--- config.mk ---
export PLATFORM = sky130hd
export DESIGN_NAME = hdmi_pattern_gen
export DESIGN_NICKNAME = d
export VERILOG_FILES = /design/src/rtl/hdmi_pattern_pkg.sv /design/src/rtl/hdmi_timing_gen.sv /design/src/rtl/hdmi_pattern_gen.sv
export SDC_FILE = /design/constraint.sdc
export NUM_CORES = 1
export LEC_CHECK = 0
export BUFFER_PORTS_ARGS = -buffer_cell sky130_fd_sc_hd__buf_2
export CORE_MARGIN = 1.5
export CORE_UTILIZATION = 60
export DETAILED_ROUTE_END_ITERATION = 16
export PLACE_DENSITY = 0.8
export SLEW_MARGIN = 15
export SYNTH_ARGS = -nofsm -noshare
export SYNTH_HDL_FRONTEND = slang
export SYNTH_HIERARCHICAL = 1
export SYNTH_SLANG_ARGS = --single-unit
export TNS_END_PERCENT = 30
--- constraint.sdc ---
create_clock -name pixel_clk -period 3.6 [get_ports pixel_clk]
set_clock_uncertainty 0.15 [all_clocks]
set_input_delay 0.54 -clock pixel_clk [delete_from_list [all_inputs] [get_ports pixel_clk]]
set_output_delay 0.54 -clock pixel_clk [all_outputs]
set_load 0.02 [all_outputs]
--- src/rtl/hdmi_pattern_pkg.sv ---
// hdmi_pattern_pkg: pattern mode encodings, RGB565 colour-bar palette and 565->888 expansion
package hdmi_pattern_pkg;
    typedef enum logic [2:0] {
        MODE_BAR   = 3'd0,
        MODE_RAMP  = 3'd1,
        MODE_GRID  = 3'd2,
        MODE_SOLID = 3'd3,
        MODE_BOX   = 3'd4
    } mode_e;
    localparam logic [15:0] C_WHITE   = 16'hFFFF;
    localparam logic [15:0] C_YELLOW  = 16'hFFE0;
    localparam logic [15:0] C_CYAN    = 16'h07FF;
    localparam logic [15:0] C_GREEN   = 16'h07E0;
    localparam logic [15:0] C_MAGENTA = 16'hF81F;
    localparam logic [15:0] C_RED     = 16'hF800;
    localparam logic [15:0] C_BLUE    = 16'h001F;
    localparam logic [15:0] C_BLACK   = 16'h0000;
    // index 0 is the leftmost bar
    localparam logic [7:0][15:0] BAR_565 = {C_BLACK, C_BLUE, C_RED, C_MAGENTA,
                                            C_GREEN, C_CYAN, C_YELLOW, C_WHITE};
    function automatic logic [23:0] rgb565_to_888(input logic [15:0] c);
        return {c[15:11], c[15:13], c[10:5], c[10:9], c[4:0], c[4:2]};
    endfunction
endpackage

--- src/rtl/hdmi_timing_gen.sv ---
// hdmi_timing_gen: h/v counters producing raw sync, data enable, active coordinates and frame start
module hdmi_timing_gen #(
    parameter int H_ACTIVE = 1280,
    parameter int H_FP     = 110,
    parameter int H_SYNC   = 40,
    parameter int H_BP     = 220,
    parameter int V_ACTIVE = 720,
    parameter int V_FP     = 5,
    parameter int V_SYNC   = 5,
    parameter int V_BP     = 20,
    parameter bit HS_POL   = 1'b1,
    parameter bit VS_POL   = 1'b1
) (
    input  logic        pixel_clk,
    input  logic        sys_rst,
    output logic        hs,
    output logic        vs,
    output logic        de,
    output logic [10:0] x,
    output logic [10:0] y,
    output logic        frame_start
);
    localparam logic [10:0] H_LAST     = 11'(H_SYNC + H_BP + H_ACTIVE + H_FP - 1);
    localparam logic [10:0] V_LAST     = 11'(V_SYNC + V_BP + V_ACTIVE + V_FP - 1);
    localparam logic [10:0] H_SYNC_END = 11'(H_SYNC);
    localparam logic [10:0] V_SYNC_END = 11'(V_SYNC);
    localparam logic [10:0] H_BEG      = 11'(H_SYNC + H_BP);
    localparam logic [10:0] H_END      = 11'(H_SYNC + H_BP + H_ACTIVE);
    localparam logic [10:0] V_BEG      = 11'(V_SYNC + V_BP);
    localparam logic [10:0] V_END      = 11'(V_SYNC + V_BP + V_ACTIVE);

    logic [10:0] h_cnt, v_cnt;
    logic        h_act, v_act;

    always_ff @(posedge pixel_clk) begin
        if (sys_rst) begin
            h_cnt <= '0;
            v_cnt <= '0;
        end else begin
            h_cnt <= (h_cnt == H_LAST) ? '0 : h_cnt + 11'd1;
            if (h_cnt == H_LAST)
                v_cnt <= (v_cnt == V_LAST) ? '0 : v_cnt + 11'd1;
        end
    end

    always_comb begin
        h_act       = h_cnt >= H_BEG && h_cnt < H_END;
        v_act       = v_cnt >= V_BEG && v_cnt < V_END;
        de          = h_act && v_act;
        hs          = (h_cnt < H_SYNC_END) ? HS_POL : !HS_POL;
        vs          = (v_cnt < V_SYNC_END) ? VS_POL : !VS_POL;
        x           = de ? h_cnt - H_BEG : '0;
        y           = de ? v_cnt - V_BEG : '0;
        frame_start = h_cnt == '0 && v_cnt == '0;
    end
endmodule

--- src/rtl/hdmi_pattern_gen.sv ---
// hdmi_pattern_gen: parametrised video timing plus run-time selectable test patterns,
// registered onto a parallel RGB888 interface with hsync/vsync/de
module hdmi_pattern_gen
    import hdmi_pattern_pkg::*;
#(
    parameter int H_ACTIVE = 1280,
    parameter int H_FP     = 110,
    parameter int H_SYNC   = 40,
    parameter int H_BP     = 220,
    parameter int V_ACTIVE = 720,
    parameter int V_FP     = 5,
    parameter int V_SYNC   = 5,
    parameter int V_BP     = 20,
    parameter bit HS_POL   = 1'b1,
    parameter bit VS_POL   = 1'b1,
    parameter int GRID     = 64,
    parameter int BOX      = 64
) (
    input  logic        pixel_clk,
    input  logic        sys_rst,
    input  logic [2:0]  mode,
    input  logic [15:0] solid_rgb565,
    output logic        video_hs,
    output logic        video_vs,
    output logic        video_de,
    output logic [23:0] video_rgb,
    output logic [10:0] pixel_x,
    output logic [10:0] pixel_y,
    output logic        frame_start
);
    localparam logic [10:0] BAR_LAST  = 11'(H_ACTIVE / 8 - 1);
    localparam logic [10:0] X_LAST    = 11'(H_ACTIVE - 1);
    localparam logic [10:0] GRID_LAST = 11'(GRID - 1);
    localparam logic [10:0] BOX_W     = 11'(BOX);
    localparam logic [10:0] X_MAX     = 11'(H_ACTIVE - BOX);
    localparam logic [10:0] Y_MAX     = 11'(V_ACTIVE - BOX);

    if (H_ACTIVE < 8 || BOX > H_ACTIVE || BOX > V_ACTIVE || GRID < 1 ||
        H_SYNC + H_BP + H_ACTIVE + H_FP >= 2048 ||
        V_SYNC + V_BP + V_ACTIVE + V_FP >= 2048) begin : g_param_check
        $error("hdmi_pattern_gen: unsupported timing or pattern parameters");
    end

    logic        t_hs, t_vs, t_de, t_fs;
    logic [10:0] t_x, t_y;
    logic [2:0]  mode_q;
    logic [15:0] color_q;
    logic [2:0]  bar_idx;
    logic [10:0] bar_cnt, gx, gy, bx, by, nbx, nby;
    logic        dx, dy, ndx, ndy, started, in_box, bar_next;
    logic [15:0] c565;
    logic [23:0] pat;

    hdmi_timing_gen #(
        .H_ACTIVE(H_ACTIVE), .H_FP(H_FP), .H_SYNC(H_SYNC), .H_BP(H_BP),
        .V_ACTIVE(V_ACTIVE), .V_FP(V_FP), .V_SYNC(V_SYNC), .V_BP(V_BP),
        .HS_POL(HS_POL), .VS_POL(VS_POL)
    ) u_timing (
        .pixel_clk  (pixel_clk),
        .sys_rst    (sys_rst),
        .hs         (t_hs),
        .vs         (t_vs),
        .de         (t_de),
        .x          (t_x),
        .y          (t_y),
        .frame_start(t_fs)
    );

    // a box axis reverses and steps back in the same frame when the next step would leave its range
    always_comb begin
        ndx      = (dx ? bx == X_MAX : bx == '0) ? !dx : dx;
        ndy      = (dy ? by == Y_MAX : by == '0) ? !dy : dy;
        nbx      = (X_MAX == '0) ? bx : ndx ? bx + 11'd1 : bx - 11'd1;
        nby      = (Y_MAX == '0) ? by : ndy ? by + 11'd1 : by - 11'd1;
        in_box   = t_x >= bx && t_x < bx + BOX_W && t_y >= by && t_y < by + BOX_W;
        bar_next = bar_cnt == BAR_LAST && bar_idx != 3'd7;
        c565     = mode_q == MODE_BAR   ? BAR_565[bar_idx] :
                   mode_q == MODE_GRID  ? ((gx == '0 || gy == '0) ? C_WHITE : C_BLACK) :
                   mode_q == MODE_SOLID ? color_q :
                   (mode_q == MODE_BOX && in_box) ? C_RED : C_BLACK;
        pat      = mode_q == MODE_RAMP ? {3{t_x[7:0]}} : rgb565_to_888(c565);
    end

    always_ff @(posedge pixel_clk) begin
        if (sys_rst) begin
            mode_q  <= '0;
            color_q <= '0;
            bar_idx <= '0;
            bar_cnt <= '0;
            gx      <= '0;
            gy      <= '0;
            bx      <= '0;
            by      <= '0;
            dx      <= 1'b1;
            dy      <= 1'b1;
            started <= 1'b0;
        end else begin
            if (t_fs) begin
                mode_q  <= mode;
                color_q <= solid_rgb565;
                started <= 1'b1;
                if (started) begin
                    bx <= nbx;
                    by <= nby;
                    dx <= ndx;
                    dy <= ndy;
                end
            end
            // the last bar keeps counting so it absorbs any remainder of the line
            bar_idx <= !t_de ? '0 : bar_next ? bar_idx + 3'd1 : bar_idx;
            bar_cnt <= (!t_de || bar_next) ? '0 : bar_cnt + 11'd1;
            gx      <= (!t_de || gx == GRID_LAST) ? '0 : gx + 11'd1;
            if (t_fs)
                gy <= '0;
            else if (t_de && t_x == X_LAST)
                gy <= (gy == GRID_LAST) ? '0 : gy + 11'd1;
        end
    end

    always_ff @(posedge pixel_clk) begin
        if (sys_rst) begin
            video_hs    <= !HS_POL;
            video_vs    <= !VS_POL;
            video_de    <= 1'b0;
            video_rgb   <= '0;
            pixel_x     <= '0;
            pixel_y     <= '0;
            frame_start <= 1'b0;
        end else begin
            video_hs    <= t_hs;
            video_vs    <= t_vs;
            video_de    <= t_de;
            video_rgb   <= t_de ? pat : '0;
            pixel_x     <= t_x;
            pixel_y     <= t_y;
            frame_start <= t_fs;
        end
    end
endmodule

==> metrics, run 1 <==
status=completed; DP Wirelength=14.2 mm; Leak=4.14 nW; Synth Area in XOR/XNOR=6.73%; antenna violations before repair=0; nets=1,178; CTS tree=built; Syn. warnings=6; Clock Tree Buf Depth=2; Worst Path Arrival=3660 ps; Comb power frac=11.1%; Worst path max stage delay=360 ps; Fillers=1,072; CTS Root Cell=clkbuf_16; I/O Buffers=70; FF-to-FF setup slack=150 ps; Vias/cell=5.79; slowest library cell on the worst path=or3_1; vias=7,376; Clk Latency, worst-skew pair=440 ps; post-route cell area=9880 um^2; first-pass GRT wire length=32.2 mm; DR DRC count=0; die area=15,000 um^2; Power Density=403 nW/um^2; GP Congestion=0.882; register area=3100 um^2; Crit path max-delay family=compound AO/OA/AOI/OAI gates; Net Sw Frac=26.5%; synthesis-stage register bit count=155; Ports=71; total track usage=27.0%; mux cell area share after synthesis=2.56%; Design Power=0.00398 W; DRT Wirelength=20.2 mm; P_int=0.00293 W; clk slew on worst S/H paths=60 ps; setup TNS=0 ps; Multi-input gate area=5080 um^2; Max transition margin=40.1%; setup violators final=0; Cells after Synth=1,002; Worst Path Buf+Inv=3; max-slew violations=0; initial core utilization=61.7%; CTS buffer count=17; wire per inst=15.8 um; Synth Area in Compound Gates=14.2%; Final ANT Viol Nets=0; Distinct cells, synth=72; MaxCap Viol Count=0; main combinational cell family by area after synthesis=simple AND/OR/NAND/NOR gates; P_sw=0.00105 W; Site Rows=43; Clk pwr share=43.5%; CP Depth=14; sequential share of the synthesized area=36.1%; post-layout util=70.9%; non-filler cells, final=1,274; Die Span Y=123 um; fmax=0.289 GHz; Seq pwr share=45.4%; GR Overflow Total=0; Die Span X=123 um; Top FF cell, synth=dfxtp_1; CP Cell Sequence=buf_4 > inv_1 > ha_1 > nand2b_1 > o21a_1 > or3_1 > a211oi_4 > ha_1 > a221oi_1 > nand3_1 > nor3_1 > nand4_1 > buf_4 > o21ai_0; Iter 0 DRT Violations=607; reg2reg path depth=14; syn avg cell area=8.57 um^2; CP Max Fanout=9; Hold Path Cell Cnt=3; HP Class=in2reg; H-tree lvl count=4; fraction of the mapped netlist area in adder cells=11.1%; Worst VDD drop=0.000339 V; crit path kind=reg2reg; n_diodes=0; post-placement cell area=9200 um^2; Hold Violations, Final=0; Least-Margin Pin Slew=898 ps; Hold Buf Count CTS=0; syn_nets=1,098; placed cell count=1,237; endpoint type of the worst setup path=flip-flop; fin crit period=3450 ps; simple-gate area share of the yosys netlist=23.8%; startpoint type of the worst setup path=flip-flop; Mapped Area=8590 um^2; Post-synth EDFFs=0; largest net degree at the start of global routing=87; commonest non-fill, non-tap cell in the layout=dfxtp_1; crit share post-route=96.0%; vias in the first global route=6,754; share of post-route cells with drive strength above 1=15.8%; Clock Sinks=155; Core ar.=13,900 um^2; asr flop ratio synth=0%; Req. time, crit path=3800 ps; first-pass detailed-route iteration total=6; commonest cells after routing, fill and taps aside=dfxtp_1 (154), nor2_1 (113), ha_1 (73); P&R area growth vs syn=15.0%
## logic make-up (layout without fill, tap and decap cells)
| group | after synthesis | in the layout |
|---|---|---|
| compound gates | 182 | 182 |
| xor+xnor | 66 | 66 |
| simple gates | 393 | 393 |
| mux | 22 | 22 |
| buf+inv | 109 | 201 |
| flops | 155 | 155 |
| fa+ha+maj | 75 | 75 |
## worst reg2reg max path, stage by stage (launching register included)
cell	delay (ps)
dfxtp_1	320
buf_4	170
inv_1	90
ha_1	250
nand2b_1	90
o21a_1	210
or3_1	360
a211oi_4	300
ha_1	320
a221oi_1	310
nand3_1	120
nor3_1	190
nand4_1	140
buf_4	190
o21ai_0	170
## synth_stat cells (all sizes together) (21+ instances only)
master | count | area (um^2)
a21oi | 44 | 224
a31oi | 21 | 131
buf | 25 | 148
clkbuf | 26 | 108
dfxtp | 155 | 3100
ha | 73 | 913
inv | 57 | 214
mux2i | 22 | 220
nand2 | 59 | 221
nand3 | 44 | 233
nor2 | 114 | 430
nor2b | 33 | 206
nor3 | 42 | 221
nor4 | 21 | 159
o21ai | 28 | 140
xnor2 | 35 | 307
xor2 | 31 | 272
## state kept, by name, indices dropped and copies added, names as in the netlist, named ones only
register,count
video_rgb,24
color_q,16
bar_cnt,11
bx,11
by,11
gx,11
gy,11
pixel_x,11
pixel_y,11
u_timing/h_cnt,11
u_timing/v_cnt,11
bar_idx,3
mode_q,3
dx,1
dy,1
frame_start,1
started,1
video_de,1
video_hs,1
video_vs,1
## power groups by stage
stage,sequential [W],clock [W],combinational (W)
3_3_place_gp,0.00184,0,0.000410
6_report,0.00181,0.00173,0.000440
5_1_grt,0.00181,0.00181,0.000486
4_1_cts,0.00180,0.00175,0.000423
3_5_place_dp,0.00184,0,0.000419
2_1_floorplan,0.00183,0,0.000323
## area by class of cell
type | instances | share of cell area, %
Sequential cell | 155 | 31.4
Clock buffer | 19 | 4.59
Timing Repair Buffer | 112 | 6.87
Clock inverter | 12 | 1.15
Inverter | 58 | 2.24
Tap cell | 180 | 2.28
Multi-Input combinational cell | 738 | 51.5
## layer usage
layer / wire length (um) / vias up / GRT usage [%]
met1: 9340 / 3442 / 36.0
met4: 377 / 0 / 9.38
met2: 9480 / 173 / 44.2
met3: 953 / 33 / 4.65
li1: - / 3728 / -
met5: 0 / - / 0
## path summary, 6_finish.rpt
kind              endpoint              start
max reg2reg  video_rgb[18]  u_timing/h_cnt[2]
max          video_rgb[18]  u_timing/h_cnt[2]
min reg2reg     bar_cnt[0]         bar_cnt[0]
min             color_q[5]    solid_rgb565[5]
## per-stage QoR
stage	worst slack (ps)	hold WS [ps]
after floorplan	399	276
after global placement	198	286
after detailed placement	161	306
after CTS	94.5	191
after global routing	-125	214
final	145	193
## what timing repair did
action	in CTS	in global routing
buffers inserted	0	6
endpoints found under the setup margin	0	21
resized for setup	0	14
Power figures use the tool's default switching activity.
==> run 2: changes to the inputs <==
Settings changed: BUFFER_PORTS_ARGS -buffer_cell sky130_fd_sc_hd__buf_2 to default, DONT_BUFFER_PORTS from default to 1, PLACE_DENSITY 0.8 to 0.76.
==> metrics, run 2 (synthesis results as in run 1) <==
die area=15,000 um^2 (unchanged); post-layout util=68.5% (-2.4 points); Biggest register=video_rgb; Max transition margin=48.3% (+8.2 points); HP Class=in2reg; CTS tree=built; CTS Root Cell=clkbuf_16; Clock Tree Buf Depth=2 (unchanged); Least-Margin Pin Slew=776 ps (-122 ps); met1 WL=9.31 mm (-0.34%); placed cell count=1,167 (-5.7%); fin crit period=3390 ps (-62.8 ps); Max Used Layer=met4; CP Max Fanout=9 (unchanged); CP Cell Sequence=buf_4 > inv_1 > ha_1 > nand2b_1 > o21a_1 > or3_1 > a211oi_4 > ha_4 > a221oi_1 > nand3_1 > nor3_1 > nand4_1 > buf_4 > o21ai_0; Core ar.=13,900 um^2 (unchanged); share of post-route cells with drive strength above 1=9.90% (-5.9 points); clk slew on worst S/H paths=60 ps (about the same); Clk Latency, worst-skew pair=430 ps (about the same); MaxCap Viol Count=0 (unchanged); vias in the first global route=6,496 (-3.8%); Die Span Y=123 um (unchanged); Worst Path Buf+Inv=3 (unchanged); H-tree lvl count=4 (unchanged); commonest cells after routing, fill and taps aside=dfxtp_1 (152), nor2_1 (113), ha_1 (72); vias=7,113 (-3.6%); commonest non-fill, non-tap cell in the layout=dfxtp_1; Largest regs=video_rgb (24), color_q (16); crit path kind=reg2reg; fmax=0.295 GHz (+1.9%); Routed met3 length=891 um (-6.5%); WHS Endpoint=video_hs; Power Density=421 nW/um^2 (+4.7%); Design Power=0.00402 W (+1.1%); Crit path max-delay family=compound AO/OA/AOI/OAI gates; Die Span X=123 um (unchanged); endpoint type of the worst setup path=flip-flop; Hold Crit Start=sys_rst; GR Overflow Total=0 (unchanged); Iter 0 DRT Violations=498 (-18%); most used cell along the critical path=buf_4; Site Rows=43 (unchanged); antenna violations before repair=0 (unchanged); max-slew violations=0 (unchanged); slowest library cell on the worst path=or3_1; Vias/cell=5.93 (+2.4%); Worst path max stage delay=360 ps (about the same); setup violators final=0 (unchanged); reg2reg path depth=14 (unchanged); Worst Path Arrival=3580 ps (-80 ps); crit share post-route=94.2% (-1.7 points); startpoint type of the worst setup path=flip-flop; Leak=3.80 nW (-8.2%); DRT Wirelength=19.6 mm (-2.8%); FF-to-FF setup slack=210 ps (+60 ps); largest net degree at the start of global routing=88 (+1.1%); Hold Path Cell Cnt=1 (-2); nets=1,103 (-6.4%); P&R area growth vs syn=11.1%; Hold Buf Count CTS=0 (unchanged); Hold Violations, Final=0 (unchanged); I/O Buffers=0 (-100%); wire per inst=16.3 um (+3.1%); R2R Path End=video_rgb[22]; initial core utilization=61.7% (unchanged); DP Wirelength=13.8 mm (-2.6%); Ports=71 (unchanged); met2 WL post-DR=9.02 mm (-4.9%); non-filler cells, final=1,200 (-5.8%); Clock Sinks=155 (unchanged); Worst VDD drop=0.000310 V (-8.7%); first-pass detailed-route iteration total=4 (-2); first-pass GRT wire length=31.5 mm (-2.1%); Final ANT Viol Nets=0 (unchanged); CTS buffer count=17 (unchanged); status=completed; n_diodes=0 (unchanged); GP Congestion=0.888 (+0.70%); worst hold slack=40.2 ps (-153 ps); total track usage=26.4% (-0.64 points); DR DRC count=0 (unchanged); Req. time, crit path=3790 ps (about the same); Largest register FFs=24 (unchanged); Critical R2R Launch=u_timing/h_cnt[2]
## run 2: cell types whose count changed in the layout (fill, tap and decap cells not counted), sizes merged
cell	change
bufinv	+1
clkbuf	-2
inv	+4
clkinvlp	-3
buf	-75
clkinv	+1
## run 2: final cells by class
class / count / area [um^2]
fill: 1087 / 4390
timing repair buffer: 37 / 285
inverter: 58 / 218
tap: 180 / 225
clock buffer: 17 / 425
sequential: 155 / 3110
clock inverter: 15 / 178
multi-input combinational: 738 / 5100
## run 2: how the worst max path moves through the flow
| stage | from | depth (start not counted) | slack, ps | endpoint |
|---|---|---|---|---|
| after floorplan | u_timing/h_cnt[3] | 13 | 400 | gy[9] |
| after CTS | u_timing/h_cnt[3] | 14 | 80 | video_rgb[19] |
| final | u_timing/h_cnt[2] | 14 | 210 | video_rgb[22] |
| after global placement | u_timing/h_cnt[3] | 14 | 180 | video_rgb[19] |
| after global routing | u_timing/h_cnt[3] | 14 | -10 | video_rgb[17] |
| after detailed placement | u_timing/h_cnt[3] | 13 | 120 | video_rgb[17] |
## run 2: routing by layer
metal / vias up / global-route usage (%)
li1: 3563 / -
met3: 26 / 5.72
met5: - / 0
met1: 3350 / 36.1
met4: 0 / 8.43
met2: 174 / 41.4
## run 2: where the power goes
part	switching (W)	total [W]	internal [W]
Sequential	0.0000510	0.00181	0.00176
Clock	0.000775	0.00182	0.00104
Combinational	0.000230	0.000392	0.000162
Total	0.00106	0.00402	0.00297
## run 2: timing repair
item | 4_1_cts | 5_1_grt
setup buffers | 0 | 1
setup endpoints to repair | 0 | 20
resized for setup | 0 | 21
## run 2: per-stage QoR
step	setup WS (ps)	TNS, ps	instance area, um^2
2_1_floorplan	399	0	8590
3_3_place_gp	183	0	8840
3_5_place_dp	121	0	8840
4_1_cts	82.5	0	9440
5_1_grt	-14.7	-23.7	9540
6_report	208	0	9540
